--- config.mk ---
export PLATFORM = sky130hd
export DESIGN_NAME = serial_adder
export DESIGN_NICKNAME = d
export VERILOG_FILES = /design/src/rtl/serial_adder.sv
export SDC_FILE = /design/constraint.sdc
export NUM_CORES = 1
export LEC_CHECK = 0
export ABC_CLOCK_PERIOD_IN_PS = 2850
export BUFFER_PORTS_ARGS = -buffer_cell sky130_fd_sc_hd__buf_4
export CORE_MARGIN = 10
export CORE_UTILIZATION = 50
export CTS_BUF_LIST = sky130_fd_sc_hd__clkbuf_16
export DETAILED_ROUTE_END_ITERATION = 7
export PLACE_DENSITY_LB_ADDON = 0.05
export SYNTH_ARGS = -nofsm -noshare
export SYNTH_HDL_FRONTEND = slang
export SYNTH_SLANG_ARGS = --single-unit
--- constraint.sdc ---
create_clock -name clk -period 2.85 [get_ports clk]
set_input_delay 0 -clock clk [delete_from_list [all_inputs] [get_ports clk]]
set_output_delay 0 -clock clk [all_outputs]
set_load 0.005 [all_outputs]
--- src/rtl/serial_adder.sv ---
`default_nettype none
// ============================================================================
// Module   : serial_adder
// Purpose  : Bit-serial WIDTH-bit adder. A single 1-bit full-adder cell and a
//            registered carry process one operand bit per clock, LSB first.
//            A start/busy/done handshake delivers operands and returns the
//            result. It is the area-cheap alternative to a ripple-carry chain.
// Revision : 1.0 - initial release
// ----------------------------------------------------------------------------
// Parameters
//   WIDTH  operand/result width in bits (1..64)
// Ports
//   clk    in   1      clock, all state changes on the rising edge
//   rst    in   1      synchronous active-high reset
//   start  in   1      request; honoured only in IDLE or DONE
//   a      in   WIDTH  operand A, captured on the accepted start edge
//   b      in   WIDTH  operand B, captured on the accepted start edge
//   cin    in   1      carry-in, captured on the accepted start edge
//   busy   out  1      high while the add is running
//   done   out  1      one-cycle pulse, sum/cout valid
//   sum    out  WIDTH  registered result, held until the next completion
//   cout   out  1      registered carry-out, held until the next completion
// ============================================================================
module serial_adder #(
   parameter int WIDTH = 8
) (
   input  logic             clk,
   input  logic             rst,
   input  logic             start,
   input  logic [WIDTH-1:0] a,
   input  logic [WIDTH-1:0] b,
   input  logic             cin,
   output logic             busy,
   output logic             done,
   output logic [WIDTH-1:0] sum,
   output logic             cout
);

   // Counter holds 0..WIDTH-1; one spare bit keeps the width sane at WIDTH=1.
   localparam int            C_CW   = $clog2(WIDTH) + 1;
   localparam logic [C_CW-1:0] C_LAST = C_CW'(WIDTH - 1);

   typedef enum logic [1:0] {
      S_IDLE = 2'd0,
      S_RUN  = 2'd1,
      S_DONE = 2'd2
   } state_t;

   state_t            r_state;
   state_t            w_state_nxt;
   logic              w_load;
   logic              w_step;
   logic              w_last;

   logic [WIDTH-1:0]  r_a_sh;
   logic [WIDTH-1:0]  r_b_sh;
   logic              r_c;
   logic [C_CW-1:0]   r_cnt;

   logic              w_p;
   logic              w_s_bit;
   logic              w_c_nxt;
   logic [WIDTH-1:0]  w_s_nxt;

   // ------------------------------------------------------------------------
   // FSM: state register (also registers busy/done from the next state so
   // that both outputs come straight from flops).
   // ------------------------------------------------------------------------
   always_ff @(posedge clk) begin
      if (rst) begin
         r_state <= S_IDLE;
         busy    <= 1'b0;
         done    <= 1'b0;
      end else begin
         r_state <= w_state_nxt;
         busy    <= (w_state_nxt == S_RUN);
         done    <= (w_state_nxt == S_DONE);
      end
   end

   // FSM: next-state and datapath control
   always_comb begin
      w_state_nxt = r_state;
      w_load      = 1'b0;
      w_step      = 1'b0;
      w_last      = (r_cnt == C_LAST);
      case (r_state)
         S_IDLE: begin
            if (start) begin
               w_state_nxt = S_RUN;
               w_load      = 1'b1;
            end
         end
         S_RUN: begin
            // start is deliberately not looked at here: it is not queued.
            w_step = 1'b1;
            if (w_last) begin
               w_state_nxt = S_DONE;
            end
         end
         S_DONE: begin
            if (start) begin
               w_state_nxt = S_RUN;
               w_load      = 1'b1;
            end else begin
               w_state_nxt = S_IDLE;
            end
         end
         default: begin
            w_state_nxt = S_IDLE;
         end
      endcase
   end

   // ------------------------------------------------------------------------
   // The single full-adder cell working on the operand LSBs.
   // ------------------------------------------------------------------------
   assign w_p     = r_a_sh[0] ^ r_b_sh[0];
   assign w_s_bit = w_p ^ r_c;
   assign w_c_nxt = (r_a_sh[0] & r_b_sh[0]) | (r_c & w_p);

   // ------------------------------------------------------------------------
   // Partial-sum shift register. Sum bits enter at the top and move down, so
   // only WIDTH-1 bits need storing: the final bit is taken straight from the
   // cell on the completing edge. At WIDTH=1 no storage is needed at all.
   // ------------------------------------------------------------------------
   generate
      if (WIDTH > 1) begin : g_sum_sh
         logic [WIDTH-2:0] r_s_sh;

         always_ff @(posedge clk) begin
            if (rst) begin
               r_s_sh <= '0;
            end else if (w_load) begin
               r_s_sh <= '0;
            end else if (w_step) begin
               r_s_sh <= w_s_nxt[WIDTH-1:1];
            end
         end

         assign w_s_nxt = {w_s_bit, r_s_sh};
      end else begin : g_sum_bit
         assign w_s_nxt = w_s_bit;
      end
   endgenerate

   // ------------------------------------------------------------------------
   // Operand shifters, carry, bit counter and result registers.
   // ------------------------------------------------------------------------
   always_ff @(posedge clk) begin
      if (rst) begin
         r_a_sh <= '0;
         r_b_sh <= '0;
         r_c    <= 1'b0;
         r_cnt  <= '0;
         sum    <= '0;
         cout   <= 1'b0;
      end else if (w_load) begin
         r_a_sh <= a;
         r_b_sh <= b;
         r_c    <= cin;
         r_cnt  <= '0;
      end else if (w_step) begin
         r_a_sh <= r_a_sh >> 1;
         r_b_sh <= r_b_sh >> 1;
         r_c    <= w_c_nxt;
         r_cnt  <= r_cnt + C_CW'(1);
         // Result registers move only on the completing edge, so a new run
         // leaves the previous result visible until it finishes.
         if (w_last) begin
            sum  <= w_s_nxt;
            cout <= w_c_nxt;
         end
      end
   end

endmodule
`default_nettype wire
-- Word-level counts from Yosys, hierarchy flattened
Cells that the tools add are included.
W data, S select, Z words.
- flip-flop bits (word level): 41
- output and inout bits: 11
- memories: 0
- memory bits (writable): 0
- bits in latches: 0
- input bits: 20
- memory bits (read-only): 0
- logic and storage cells: 40
- shifts and indexed selects: 0
- magnitude comparators: 0
- $add $sub $neg: 1
- reductions and logical operators: 5
- equality and inequality tests: 5
- bitwise operators: 6
- muxes and demuxes: 13
- div/mod/pow operators: 0
- $mul: 0
- operators with widths (cell ; number):
    $mux W8 ; 4
    $mux W1 ; 6
    $pmux W2 S3 ; 1
    $add A4 B1 Y4 const B ; 1
    $eq A2 B1 Y1 const B ; 2
    $eq A2 B2 Y1 const B ; 2
    $eq A4 B3 Y1 const B ; 1
    $mux W2 ; 2
    $reduce_or A2 Y1 ; 2
    $reduce_and A3 Y1 ; 1
    $and A1 B1 Y1 ; 2
    $logic_not A2 Y1 ; 1
    $reduce_bool A2 Y1 ; 1
    $xor A1 B1 Y1 ; 2
    $not A1 Y1 ; 1
    $or A1 B1 Y1 ; 1

-- Longest topological paths before layout
- word-level depth: 5
- depth in mapped cells: 5
- depth with buffers taken out: 4

-- Worst setup path before layout
No wires, ideal clock.
- path kind: register to register
- start: register r_cnt[0]
- end: register cout
- stages on the path, launching flop included: 5
- buffers on the path: 0
- path slack: 1.643 ns
- arrival time: 1.135 ns
- clock period less this slack: 1.207 ns
- library setup time: 0.072 ns
- data required time: 2.778 ns
- path through: dfxtp_1 ha_1 nand3b_1 nor2_8 mux2i_1
- longest elaborated chain between the ends: 2
- ends and longest elaborated chain (what ; RTL line ; text):
    start: declaration ; 58 ; logic [C_CW-1:0] r_cnt;
    start signal: assignment ; 167 ; r_cnt <= r_cnt + C_CW'(1);
    $eq A4 B3 Y1 ; 86 ; w_last = (r_cnt == C_LAST);
    $reduce_and A3 Y1 (no source line) ; - ;
    end signal: assignment ; 172 ; cout <= w_c_nxt;
    end: declaration ; 36 ; output logic cout
Every way passes these cells.
A chain may end at the register's enable or synchronous reset.

-- Final worst setup path
- start: register r_state[0]
- end: register r_a_sh[5]
- longest elaborated chain between the ends: 4
- elaborated cells on any way between the ends: 8
- classes of those cells: 2 x eq/ne; 3 x mux; 3 x reduce/logical
- ends and longest elaborated chain (what ; RTL line ; text):
    start: declaration ; 49 ; state_t r_state;
    start signal: assignment ; 75 ; r_state <= w_state_nxt;
    $eq A2 B2 Y1 / $logic_not A2 Y1 (equally long branches) ; 87 ; case (r_state)
    $reduce_or A2 Y1 (no source line) ; - ;
    $mux W1 ; - ;
    $mux W8 / $reduce_bool A2 Y1 (equally long branches) ; - ;
    end signal: assignment ; 164 ; r_a_sh <= r_a_sh >> 1;
    end: declaration ; 55 ; logic [WIDTH-1:0] r_a_sh;
Parallel ways exist; a longest one is shown, timed or not.

==> results.toml <==
[place]
dpl_cell_area_um2 = 1830
placedCellCount = 246
portBuffers = 30
gp_congestion = 0.713
hpwl_um = 2360

[synthesis]
syn_nets = 207
synth.yosys.seq_area_share_pct = 49.8
post-synth-top-area-fraction_pct = 49.8
synth_top_area_cell = "dfxtp_1"
syn_avg_cell_area_um2 = 8.91
async_reset_ff_share_pct = 0
ys_warn_count = 0
ys_ff_latch = 41
synth.most_common_cell = "nand2_1"
netlist_area_um2 = 1650
synth-edff-count = 0
synth_area_leaders = "dfxtp_1 50%, nand2_1 10%, mux2i_1 6.1%, nor3_1 5.2%, a21oi_1 4.3%"
ys_types = 27
synth.top_cells.by_count = "46 x nand2_1, 41 x dfxtp_1, 17 x nor3_1, 14 x a21oi_1, 10 x mux2i_1"
synth_ff_type = "dfxtp_1"
syn-instance-count = 185

[cts]
cts_buffers = 5
post_cts_buffers = 0
cts-root-buf = "clkbuf_16"
cts_tree = "built"
cts_resized = 0
cts.clk_slew.worst_paths_ns = 0.06
clkLatencyLatePin_ns = 0.27
cts_hold_buf = 1
cts_sinks = 41
htree_levels = 2
clock_path_buffers = 2

[timing]
finalSetupViolations = 0
finalCritPeriodShare_pct = 53.8
layout_min_cycle_time_ns = 1.53
timing.fmax_mhz = 652
final_hold_viol_count = 0
slew_viol_final = 0
hold-worst-slack_ns = 0.0164
worst_pin_slew_ns = 0.868
rsz0062_at_grt = "no"
slew_headroom_pct = 42.1
finalSetupTns_ns = 0
skew_ns = 0.00249

[worst_setup_path]
worstReg2RegEnd = "r_a_sh[5]$_SDFFE_PP0P_"
path_cells = "and2b_1, nand2_1, a31oi_1"
r2r_slack_ns = 1.32
regToRegStartpoint = "r_state[0]$_SDFF_PP0_"
ff2ff_path_depth = 3
critPathKind = "register to register"
worstPathRequired_ns = 3.05
critPathMaxStageDelay_ns = 0.72
worstPathMaxFanout = 26
crit_path_start_kind = "register"
slowest_stage = "and2b_1"
cp.arrival_ns = 1.73
cp-end-kind = "register"

[global_routing]
grt_pass1_vias = 1300
grt_max_degree = 27
met1_usage_pct = 13.3
antenna_found_initial = 0
grt_pass1_wl_um = 5800
use_met3_pct = 4.38
grt-ovfl-total = 0
busiest_layer = "met2"
met2_usage_pct = 19.6
grt_usage_pct = 11.6

[power_and_ir_drop]
p_total_w = 0.00145
powerDensity_nw_per_um2 = 712
p_leak_nw = 0.779
peakVddDrop_v = 0.000479

[hold_path]
min_path_type = "input pin to register"
min_to = "r_a_sh[2]$_SDFFE_PP0P_"
hp-start = "a[2]"
hold_depth = 3

[finish]
syn_to_final_growth_pct = 23.2
finalNonFillerCells = 255
drive_gt1_share_pct = 19.9
fin_area_um2 = 2030
layout.nets = 232
diodes = 0

[route]
wl_per_cell_um = 13.3
num_vias = 1333
drt_iter0_drc = 50
drc = 0
ant_nets = 0
totalWireLength_um = 3400
first_pass_iters = 5
vias_per_cell = 5.23

[floorplan]
dieHeight_um = 77.4
dieArea_um2 = 5990
core_um2 = 3100
fp-row-count = 20
die_width_um = 77.4
start_util_pct = 53.1
io_pins = 31

[status]
status = "completed"

[flow_run]
maxCapViolations = 0
## registers in the layout (all words and copies together), names as in the netlist
signal,count
busy,1
cout,1
done,1
g_sum_sh.r_s_sh,7
r_a_sh,8
r_b_sh,8
r_c,1
r_cnt,4
r_state,2
sum,8
## placed cells by master (no fill, tap or decap), drive strengths merged
cell	Yosys	routed
nand2b	2	2
nor2b	1	1
xor2	1	1
or3	1	1
nor3	17	17
dfxtp	41	41
nand2	46	46
a31oi	5	5
clkinv	0	1
nand3b	2	2
buf	13	31
nand3	5	5
fa	1	1
nor2	5	5
bufinv	0	2
inv	1	1
xnor2	1	1
mux2i	10	10
and2b	1	1
clkbuf	1	5
dlygate4sd3	0	1
o22ai	7	7
a22oi	3	3
ha	1	1
a21oi	14	14
o21ai	6	6
## logic make-up after synthesis
group	count (synthesis)	share of synthesized area (%)
flip-flops	41	49.8
XOR/XNOR	2	1.06
AO/OA/AOI/OAI	35	12.0
AND/OR/NAND/NOR	80	22.5
adder cells (fa/ha/maj)	2	1.97
buffers and inverters	15	6.61
multiplexers	10	6.07
## through the flow
stage                     setup slack (ns)  util (%)
after global routing                  1.20      65.4
after CTS                             1.34      65.4
after floorplan                       1.64         -
after global placement                1.43      59.0
final                                 1.32      65.4
after detailed placement              1.36      59.0
## routing by layer
| metal | vias up | wire length, um |
|---|---|---|
| met5 | - | 0 |
| met2 | 26 | 1740 |
| met3 | 2 | 151 |
| li1 | 684 | - |
| met4 | 0 | 25 |
| met1 | 621 | 1490 |
## report_power, final
group | switching [W] | internal [W]
registers | 0.0000152 | 0.000600
clock network | 0.000210 | 0.000499
logic | 0.0000689 | 0.0000518
total | 0.000294 | 0.00115
## layout make-up
class / instances / area [um2]
clock buffers: 5 / 125
clock inverters: 3 / 65.1
fillers: 310 / 1070
inverters: 1 / 3.75
multi-input cells: 129 / 718
flip-flops and latches: 41 / 821
well taps: 44 / 55.1
repair buffers: 32 / 243
## critical path, delay by kind of cell (launching register included)
family / cells / cell delay [ns]
simple gates: 2 / 0.86
compound gates: 1 / 0.20
flops: 1 / 0.39
## how the worst max path moves through the flow
stage / from / endpoint / slack [ns] / depth (start not counted)
finish: r_state[0]$_SDFF_PP0_ / r_a_sh[5]$_SDFFE_PP0P_ / 1.32 / 3
global placement: r_state[0]$_SDFF_PP0_ / r_a_sh[4]$_SDFFE_PP0P_ / 1.43 / 3
CTS: r_state[0]$_SDFF_PP0_ / r_a_sh[5]$_SDFFE_PP0P_ / 1.34 / 3
floorplan: r_cnt[0]$_SDFFE_PP0P_ / cout$_SDFFE_PP0P_ / 1.64 / 4
global route: r_state[0]$_SDFF_PP0_ / r_a_sh[5]$_SDFFE_PP0P_ / 1.20 / 3
detailed placement: r_state[0]$_SDFF_PP0_ / r_a_sh[5]$_SDFFE_PP0P_ / 1.36 / 3
Power figures use the tool's default switching activity.
